### config.mk
export PLATFORM = sky130hd
export DESIGN_NAME = cpu_sequencer_flat
export DESIGN_NICKNAME = d
export VERILOG_FILES = /design/src/rtl/cpu_pkg.sv /design/src/rtl/cpu_sequencer_if.sv /design/src/rtl/seq_op_decode.sv /design/src/rtl/cpu_sequencer.sv /design/src/flat_wrapper.sv
export SDC_FILE = /design/constraint.sdc
export NUM_CORES = 1
export LEC_CHECK = 0
export CAP_MARGIN = 10
export CORE_AREA = 3 3 40 42
export DETAILED_ROUTE_END_ITERATION = 8
export DIE_AREA = 0 0 43 45
export PLACE_DENSITY = 0.68
export SLEW_MARGIN = 10
export SYNTH_ARGS = -nofsm -noshare
export SYNTH_HDL_FRONTEND = slang
export SYNTH_SLANG_ARGS = --single-unit
export TNS_END_PERCENT = 1
### constraint.sdc
create_clock -name sys_clk -period 2.8 [get_ports sys_clk]
set_input_delay 0.56 -clock sys_clk [delete_from_list [all_inputs] [get_ports sys_clk]]
set_output_delay 0.56 -clock sys_clk [all_outputs]
set_load 0.01 [all_outputs]
### src/rtl/cpu_pkg.sv
// cpu_pkg -- shared definitions for the CPU sequencer slice.
//   opcode_e  : 3-bit instruction opcodes
//   step_e    : sequencer step encodings S0..S7
//   strobes_t : bundle of datapath strobes produced by the decode
//   is_mem_op : true for opcodes that read a memory operand into the ACC
package cpu_pkg;

  localparam int SEQ_LEN_DEFAULT = 8;

  typedef enum logic [2:0] {
    OP_HLT  = 3'b000,
    OP_SKZ  = 3'b001,
    OP_ADD  = 3'b010,
    OP_ANDD = 3'b011,
    OP_XORR = 3'b100,
    OP_LDA  = 3'b101,
    OP_STO  = 3'b110,
    OP_JMP  = 3'b111
  } opcode_e;

  typedef enum logic [2:0] {
    S0 = 3'd0, S1 = 3'd1, S2 = 3'd2, S3 = 3'd3,
    S4 = 3'd4, S5 = 3'd5, S6 = 3'd6, S7 = 3'd7
  } step_e;

  typedef struct packed {
    logic inc_pc;
    logic load_acc;
    logic load_pc;
    logic rd;
    logic wr;
    logic load_ir;
    logic datactl_ena;
  } strobes_t;

  // Opcodes whose execute phase reads memory and loads the accumulator.
  function automatic logic is_mem_op(input opcode_e op);
    logic r;
    case (op)
      OP_ADD, OP_ANDD, OP_XORR, OP_LDA: r = 1'b1;
      default:                          r = 1'b0;
    endcase
    return r;
  endfunction

endpackage

### src/rtl/cpu_sequencer_if.sv
// cpu_sequencer_if -- bus between the controlling environment and the
// sequencer.
//   Controls (master -> slave): ena, opcode, zero [, fetch]
//   Results  (slave -> master): inc_pc, load_acc, load_pc, rd, wr, load_ir,
//                               datactl_ena, halt, step [, sync_err]
// Optional: SEQ_SYNC_CHECK_EN adds the fetch / sync_err pair.
interface cpu_sequencer_if;
  logic       ena;
  logic [2:0] opcode;
  logic       zero;
  logic       inc_pc;
  logic       load_acc;
  logic       load_pc;
  logic       rd;
  logic       wr;
  logic       load_ir;
  logic       datactl_ena;
  logic       halt;
  logic [2:0] step;
`ifdef SEQ_SYNC_CHECK_EN
  logic       fetch;
  logic       sync_err;

  modport master (
    output ena, opcode, zero, fetch,
    input  inc_pc, load_acc, load_pc, rd, wr, load_ir, datactl_ena,
           halt, step, sync_err
  );
  modport slave (
    input  ena, opcode, zero, fetch,
    output inc_pc, load_acc, load_pc, rd, wr, load_ir, datactl_ena,
           halt, step, sync_err
  );
`else
  modport master (
    output ena, opcode, zero,
    input  inc_pc, load_acc, load_pc, rd, wr, load_ir, datactl_ena,
           halt, step
  );
  modport slave (
    input  ena, opcode, zero,
    output inc_pc, load_acc, load_pc, rd, wr, load_ir, datactl_ena,
           halt, step
  );
`endif
endinterface

### src/rtl/seq_op_decode.sv
// seq_op_decode -- combinational strobe decode from step, opcode and zero.
//   active_i  : 1 when the sequencer may drive strobes (ena, not halted,
//               not in reset); 0 forces every strobe low
//   step_i    : current step
//   opcode_i  : instruction opcode
//   zero_i    : accumulator-zero flag (only looked at in S5/S7)
//   strobes_o : decoded datapath strobes
module seq_op_decode
  import cpu_pkg::*;
(
  input  logic     active_i,
  input  step_e    step_i,
  input  opcode_e  opcode_i,
  input  logic     zero_i,
  output strobes_t strobes_o
);

  // Step/opcode decode; rd and wr are never set together in any branch.
  always_comb begin
    strobes_o = '0;
    if (active_i) begin
      case (step_i)
        S0: begin
          strobes_o.rd      = 1'b1;
          strobes_o.load_ir = 1'b1;
        end
        S1: begin
          strobes_o.rd      = 1'b1;
          strobes_o.load_ir = 1'b1;
          strobes_o.inc_pc  = 1'b1;
        end
        S2: strobes_o = '0;
        S3: strobes_o.inc_pc = 1'b1;
        S4: begin
          case (opcode_i)
            OP_ADD, OP_ANDD, OP_XORR, OP_LDA: strobes_o.rd = 1'b1;
            OP_STO:  strobes_o.datactl_ena = 1'b1;
            default: strobes_o = '0;
          endcase
        end
        S5: begin
          case (opcode_i)
            OP_ADD, OP_ANDD, OP_XORR, OP_LDA: begin
              strobes_o.rd       = 1'b1;
              strobes_o.load_acc = 1'b1;
            end
            OP_STO: begin
              strobes_o.wr          = 1'b1;
              strobes_o.datactl_ena = 1'b1;
            end
            OP_JMP: begin
              strobes_o.load_pc = 1'b1;
              strobes_o.inc_pc  = 1'b1;
            end
            OP_SKZ:  strobes_o.inc_pc = zero_i;
            default: strobes_o = '0;
          endcase
        end
        S6: begin
          case (opcode_i)
            OP_ADD, OP_ANDD, OP_XORR, OP_LDA: begin
              strobes_o.rd       = 1'b1;
              strobes_o.load_acc = 1'b1;
            end
            OP_STO:  strobes_o.datactl_ena = 1'b1;
            OP_JMP:  strobes_o.load_pc = 1'b1;
            default: strobes_o = '0;
          endcase
        end
        S7: begin
          case (opcode_i)
            OP_SKZ:  strobes_o.inc_pc = zero_i;
            default: strobes_o = '0;
          endcase
        end
        default: strobes_o = '0;
      endcase
    end else begin
      strobes_o = '0;
    end
  end

endmodule

### src/rtl/cpu_sequencer.sv
// cpu_sequencer -- 8-step instruction sequencer with sticky halt.
//   sys_clk : system clock, rising edge
//   rst     : asynchronous active-high reset
//   bus     : cpu_sequencer_if.slave (ena/opcode/zero in; strobes, halt,
//             step out)
// Optional: SEQ_SYNC_CHECK_EN adds fetch input and sticky sync_err output;
// a fetch rising edge outside S0 flags sync_err and resynchronises to S0.
module cpu_sequencer
  import cpu_pkg::*;
#(
  parameter int SEQ_LEN = SEQ_LEN_DEFAULT
) (
  input  logic          sys_clk,
  input  logic          rst,
  cpu_sequencer_if.slave bus
);

  localparam logic [2:0] LAST_STEP = 3'(SEQ_LEN - 1);

  step_e    step_q, step_d;
  logic     halt_q, halt_d;
  strobes_t strobes_s;
  opcode_e  opcode_s;
  logic     active_s;

  assign opcode_s = opcode_e'(bus.opcode);
  // Reset gates strobes too, so S0 fetch strobes never leak during rst.
  assign active_s = bus.ena & ~halt_q & ~rst;

`ifdef SEQ_SYNC_CHECK_EN
  logic fetch_q;
  logic sync_err_q, sync_err_d;
  logic fetch_rise_s;

  assign fetch_rise_s = bus.fetch & ~fetch_q;
`endif

  // State registers.
  always_ff @(posedge sys_clk or posedge rst) begin
    if (rst) begin
      step_q <= S0;
      halt_q <= 1'b0;
`ifdef SEQ_SYNC_CHECK_EN
      fetch_q    <= 1'b0;
      sync_err_q <= 1'b0;
`endif
    end else begin
      step_q <= step_d;
      halt_q <= halt_d;
`ifdef SEQ_SYNC_CHECK_EN
      fetch_q    <= bus.fetch;
      sync_err_q <= sync_err_d;
`endif
    end
  end

  // Next step / halt; a HLT in S3 latches halt and freezes step at S3.
  always_comb begin
    step_d = step_q;
    halt_d = halt_q;
`ifdef SEQ_SYNC_CHECK_EN
    sync_err_d = sync_err_q;
`endif
    if (halt_q) begin
      step_d = step_q;
    end else if (bus.ena) begin
      if ((step_q == S3) && (opcode_s == OP_HLT)) begin
        halt_d = 1'b1;
      end else if (step_q == step_e'(LAST_STEP)) begin
        step_d = S0;
      end else begin
        step_d = step_e'(step_q + 3'd1);
      end
    end else begin
      step_d = step_q;
    end
`ifdef SEQ_SYNC_CHECK_EN
    // Clock-generator fetch phase must coincide with S0; otherwise resync.
    if (!halt_q && fetch_rise_s && (step_q != S0)) begin
      sync_err_d = 1'b1;
      step_d     = S0;
    end else begin
      sync_err_d = sync_err_d;
    end
`endif
  end

  seq_op_decode u_decode (
    .active_i  (active_s),
    .step_i    (step_q),
    .opcode_i  (opcode_s),
    .zero_i    (bus.zero),
    .strobes_o (strobes_s)
  );

  assign bus.inc_pc      = strobes_s.inc_pc;
  assign bus.load_acc    = strobes_s.load_acc;
  assign bus.load_pc     = strobes_s.load_pc;
  assign bus.rd          = strobes_s.rd;
  assign bus.wr          = strobes_s.wr;
  assign bus.load_ir     = strobes_s.load_ir;
  assign bus.datactl_ena = strobes_s.datactl_ena;
  assign bus.halt        = halt_q;
  assign bus.step        = step_q;
`ifdef SEQ_SYNC_CHECK_EN
  assign bus.sync_err    = sync_err_q;
`endif

endmodule

### src/flat_wrapper.sv
// flat-port wrapper written by rule: the top's interface ports become plain ports
module cpu_sequencer_flat import cpu_pkg::*;
#(
  parameter int SEQ_LEN = SEQ_LEN_DEFAULT
)
  (sys_clk, rst, bus_ena, bus_opcode, bus_zero, bus_inc_pc, bus_load_acc, bus_load_pc, bus_rd, bus_wr, bus_load_ir, bus_datactl_ena, bus_halt, bus_step);
  cpu_sequencer_if bus_i ();
  input  logic sys_clk;
  input  logic rst;
  input wire logic [$bits(bus_i.ena)-1:0] bus_ena;
  input wire logic [$bits(bus_i.opcode)-1:0] bus_opcode;
  input wire logic [$bits(bus_i.zero)-1:0] bus_zero;
  output wire logic [$bits(bus_i.inc_pc)-1:0] bus_inc_pc;
  output wire logic [$bits(bus_i.load_acc)-1:0] bus_load_acc;
  output wire logic [$bits(bus_i.load_pc)-1:0] bus_load_pc;
  output wire logic [$bits(bus_i.rd)-1:0] bus_rd;
  output wire logic [$bits(bus_i.wr)-1:0] bus_wr;
  output wire logic [$bits(bus_i.load_ir)-1:0] bus_load_ir;
  output wire logic [$bits(bus_i.datactl_ena)-1:0] bus_datactl_ena;
  output wire logic [$bits(bus_i.halt)-1:0] bus_halt;
  output wire logic [$bits(bus_i.step)-1:0] bus_step;
  assign bus_i.ena = bus_ena;
  assign bus_i.opcode = bus_opcode;
  assign bus_i.zero = bus_zero;
  assign bus_inc_pc = bus_i.inc_pc;
  assign bus_load_acc = bus_i.load_acc;
  assign bus_load_pc = bus_i.load_pc;
  assign bus_rd = bus_i.rd;
  assign bus_wr = bus_i.wr;
  assign bus_load_ir = bus_i.load_ir;
  assign bus_datactl_ena = bus_i.datactl_ena;
  assign bus_halt = bus_i.halt;
  assign bus_step = bus_i.step;
  cpu_sequencer #(.SEQ_LEN(SEQ_LEN)) u_core (.sys_clk(sys_clk), .rst(rst), .bus(bus_i));
endmodule
==> reports/results.tsv <==
metric	value	unit
post-CTS setup buffer count	0	
most common cell after layout, fill and taps aside	clkdlybuf4s50_1	
GR Overflow Total	0	
wire per inst	11.3	um
final number of hold-violating endpoints	0	
Synth area leader	dfrtp_1	
post-synthesis compound-gate area fraction	14.0	%
CP arrival	2180	ps
Max Freq	365	MHz
Period minus WS final	2740	ps
WHS Path Cells	1	
Max Slew Vio Count	0	
setup slack, reg-to-reg	1070	ps
Crit Path Category	in -> out	
fillers	120	
CTS HTree Levels	1	
leak pwr	0.338	nW
CTS Sinks	4	
Setup Viol. Count Final	0	
worst path cell trace	clkdlybuf4s50_1 -> nor3b_4 -> nand3_2 -> nor3b_2 -> clkdlybuf4s50_1	
Nets	83	
Initial Util	33.3	%
GR Util All Layers	11.9	%
crit start category	primary input	
layout cells sized above 1	26.5	%
GR peak layer	met2	
largest family of logic cells by synthesized area	simple AND/OR/NAND/NOR gates	
XOR/XNOR Fraction of Synth Area	2.05	%
YS warnings	0	
DR vias/cell	4.90	
max_slew headroom	80.8	%
adder-cell area share of the yosys netlist	17.5	%
Hold Startpoint	u_core.bus.step[0]$_DFFE_PP0P_	
number of I/O pins	18	
Req. time, crit path	2240	ps
Residual DRC	0	
CP bufs+invs	2	
GR Util met1	14.2	%
Top delay family on crit path	buffers and inverters	
Setup Skew	3.68	ps
ys async rst share	100	%
vias in the first global route	389	
final wirelength	934	um
Synth Area in Simple Gates	31.3	%
n_diodes	0	
Hold Path Class	reg -> reg	
worst r2r dst	u_core.bus.step[0]$_DFFE_PP0P_	
post-layout power	0.535	mW
die height	45	um
Core ar.	1280	um2
gpl congestion	0.736	
die area	1940	um2
Hold WS	632	ps
Rows	13	
half-perimeter wire length after detailed placement	750	um
placed cell areas	654	um2
initial antenna violation count	0	
Reg clk slew, reported paths	30	ps
Tightest Pin Transition	286	ps
Synth Cell Area	428	um2
ranking of synthesized cells by area	dfrtp_1, ha_1, nor4b_4	
GRT met2 Usage	18.6	%
slowest cell delay on critical path	550	ps
first-pass GRT wire length	1650	um
Avg Inst Size Synth	9.95	um2
Syn Nets	56	
Pre-antenna DRT Iters	2	
post-route ant nets	0	
largest net degree at the start of global routing	10	
Seq/Total Area, Yosys	23.4	%
CTS tree	built	
Reg2Reg Launch Point	u_core.bus.step[0]$_DFFE_PP0P_	
Synth Register Bits	4	
most frequent cells in the layout	clkdlybuf4s50_1, ha_1, buf_4	
total number of vias	407	
critical path depth	5	
reg2reg path depth	5	
Slowest cell on crit path	clkdlybuf4s50_1	
Syn-to-layout area delta	65.5	%
Post-Layout Inst Area	708	um2
clock buffer count from CTS	3	
DRT iter0 DRCs	6	
PortBufs	17	
status	completed	
Top cell by count, worst path	clkdlybuf4s50_1	
Die W	43	um
Synth top area share	23.4	%
Worst-Skew Late Latency	230	ps
root buffer cell	clkbuf_4	
post-layout util	55.1	%
CP endpoint kind	output port	
Top FF cell, synth	dfrtp_1	
worst vdd ir	0.000366	V
CTS max path bufs	2	
Pwr Density	755	nW/um2
mux contribution to synthesized area	8.19	%
post-synthesis cell type count	26	
Post-synth EDFFs	0	
Max-Cap Viols	0	
Critical Path Fanout Max	3	
cts hold-fix bufs	0	
Final Cycle Share	97.8	%
met3 usage	2.79	%
WHS Endpoint	u_core.bus.step[0]$_DFFE_PP0P_	
cells after synthesis	43	
-- synth_stat cells, types with 2 or more instances --
| library cell | count |
|---|---|
| dfrtp_1 | 4 |
| inv_1 | 4 |
| ha_1 | 6 |
| nor2_1 | 4 |
| mux2i_1 | 2 |
| nor3b_1 | 3 |
-- layout make-up --
class,instances,area (um2),area share [%]
Clock buffer,3,22.5,3.18
Inverter,4,15.0,2.12
Multi-Input combinational cell,35,339,47.9
Sequential cell,4,100,14.1
Tap cell,15,18.8,2.65
Timing Repair Buffer,22,213,30.0
-- report_power, final --
group          internal (mW)  switching (mW)
clock                 0.0479          0.0228
combinational          0.183           0.138
sequential            0.0872          0.0554
total                  0.318           0.216
-- per-stage QoR --
| step | setup slack (ps) | instances | setup TNS, ps |
|---|---|---|---|
| finish | 61.5 | 83 | 0 |
| global route | -34.0 | 83 | -34.0 |
| CTS | 5.15 | 83 | 0 |
| detailed placement | -24.5 | 80 | -24.5 |
| global placement | -18.3 | 80 | -18.3 |
| floorplan | 914 | 43 | 0 |
-- sequential cells by signal, indices dropped and copies added (netlist names) --
name,cells
u_core.bus.halt,1
u_core.bus.step,3
-- repair_timing --
action                                  CTS  global route
gates resized for setup                   1             6
pin swaps                                 0             1
endpoints found under the setup margin    1             3
-- logic make-up (layout without fill, tap and decap cells) --
group / Yosys count / in the layout
AO/OA/AOI/OAI: 8 / 8
flip-flops: 4 / 4
buffers and inverters: 4 / 29
AND/OR/NAND/NOR: 17 / 17
multiplexers: 3 / 3
adder cells (fa/ha/maj): 6 / 6
XOR/XNOR: 1 / 1
-- routing by layer --
metal	part of all wire, %	wire (um)
met5	0	0
met4	2.6	24
met3	7.9	74
met2	48	452
met1	41	382
-- worst max path at each step --
stage / from / end / slack [ps]
floorplan: u_core.bus.step[0]$_DFFE_PP0P_ / bus_rd / 910
global placement: bus_opcode[2] / bus_inc_pc / -20
detailed placement: bus_opcode[2] / bus_inc_pc / -20
CTS: bus_ena / bus_datactl_ena / 5
global route: bus_ena / bus_wr / -30
finish: bus_ena / bus_wr / 60
No activity file was read; power rests on OpenSTA's default activity.
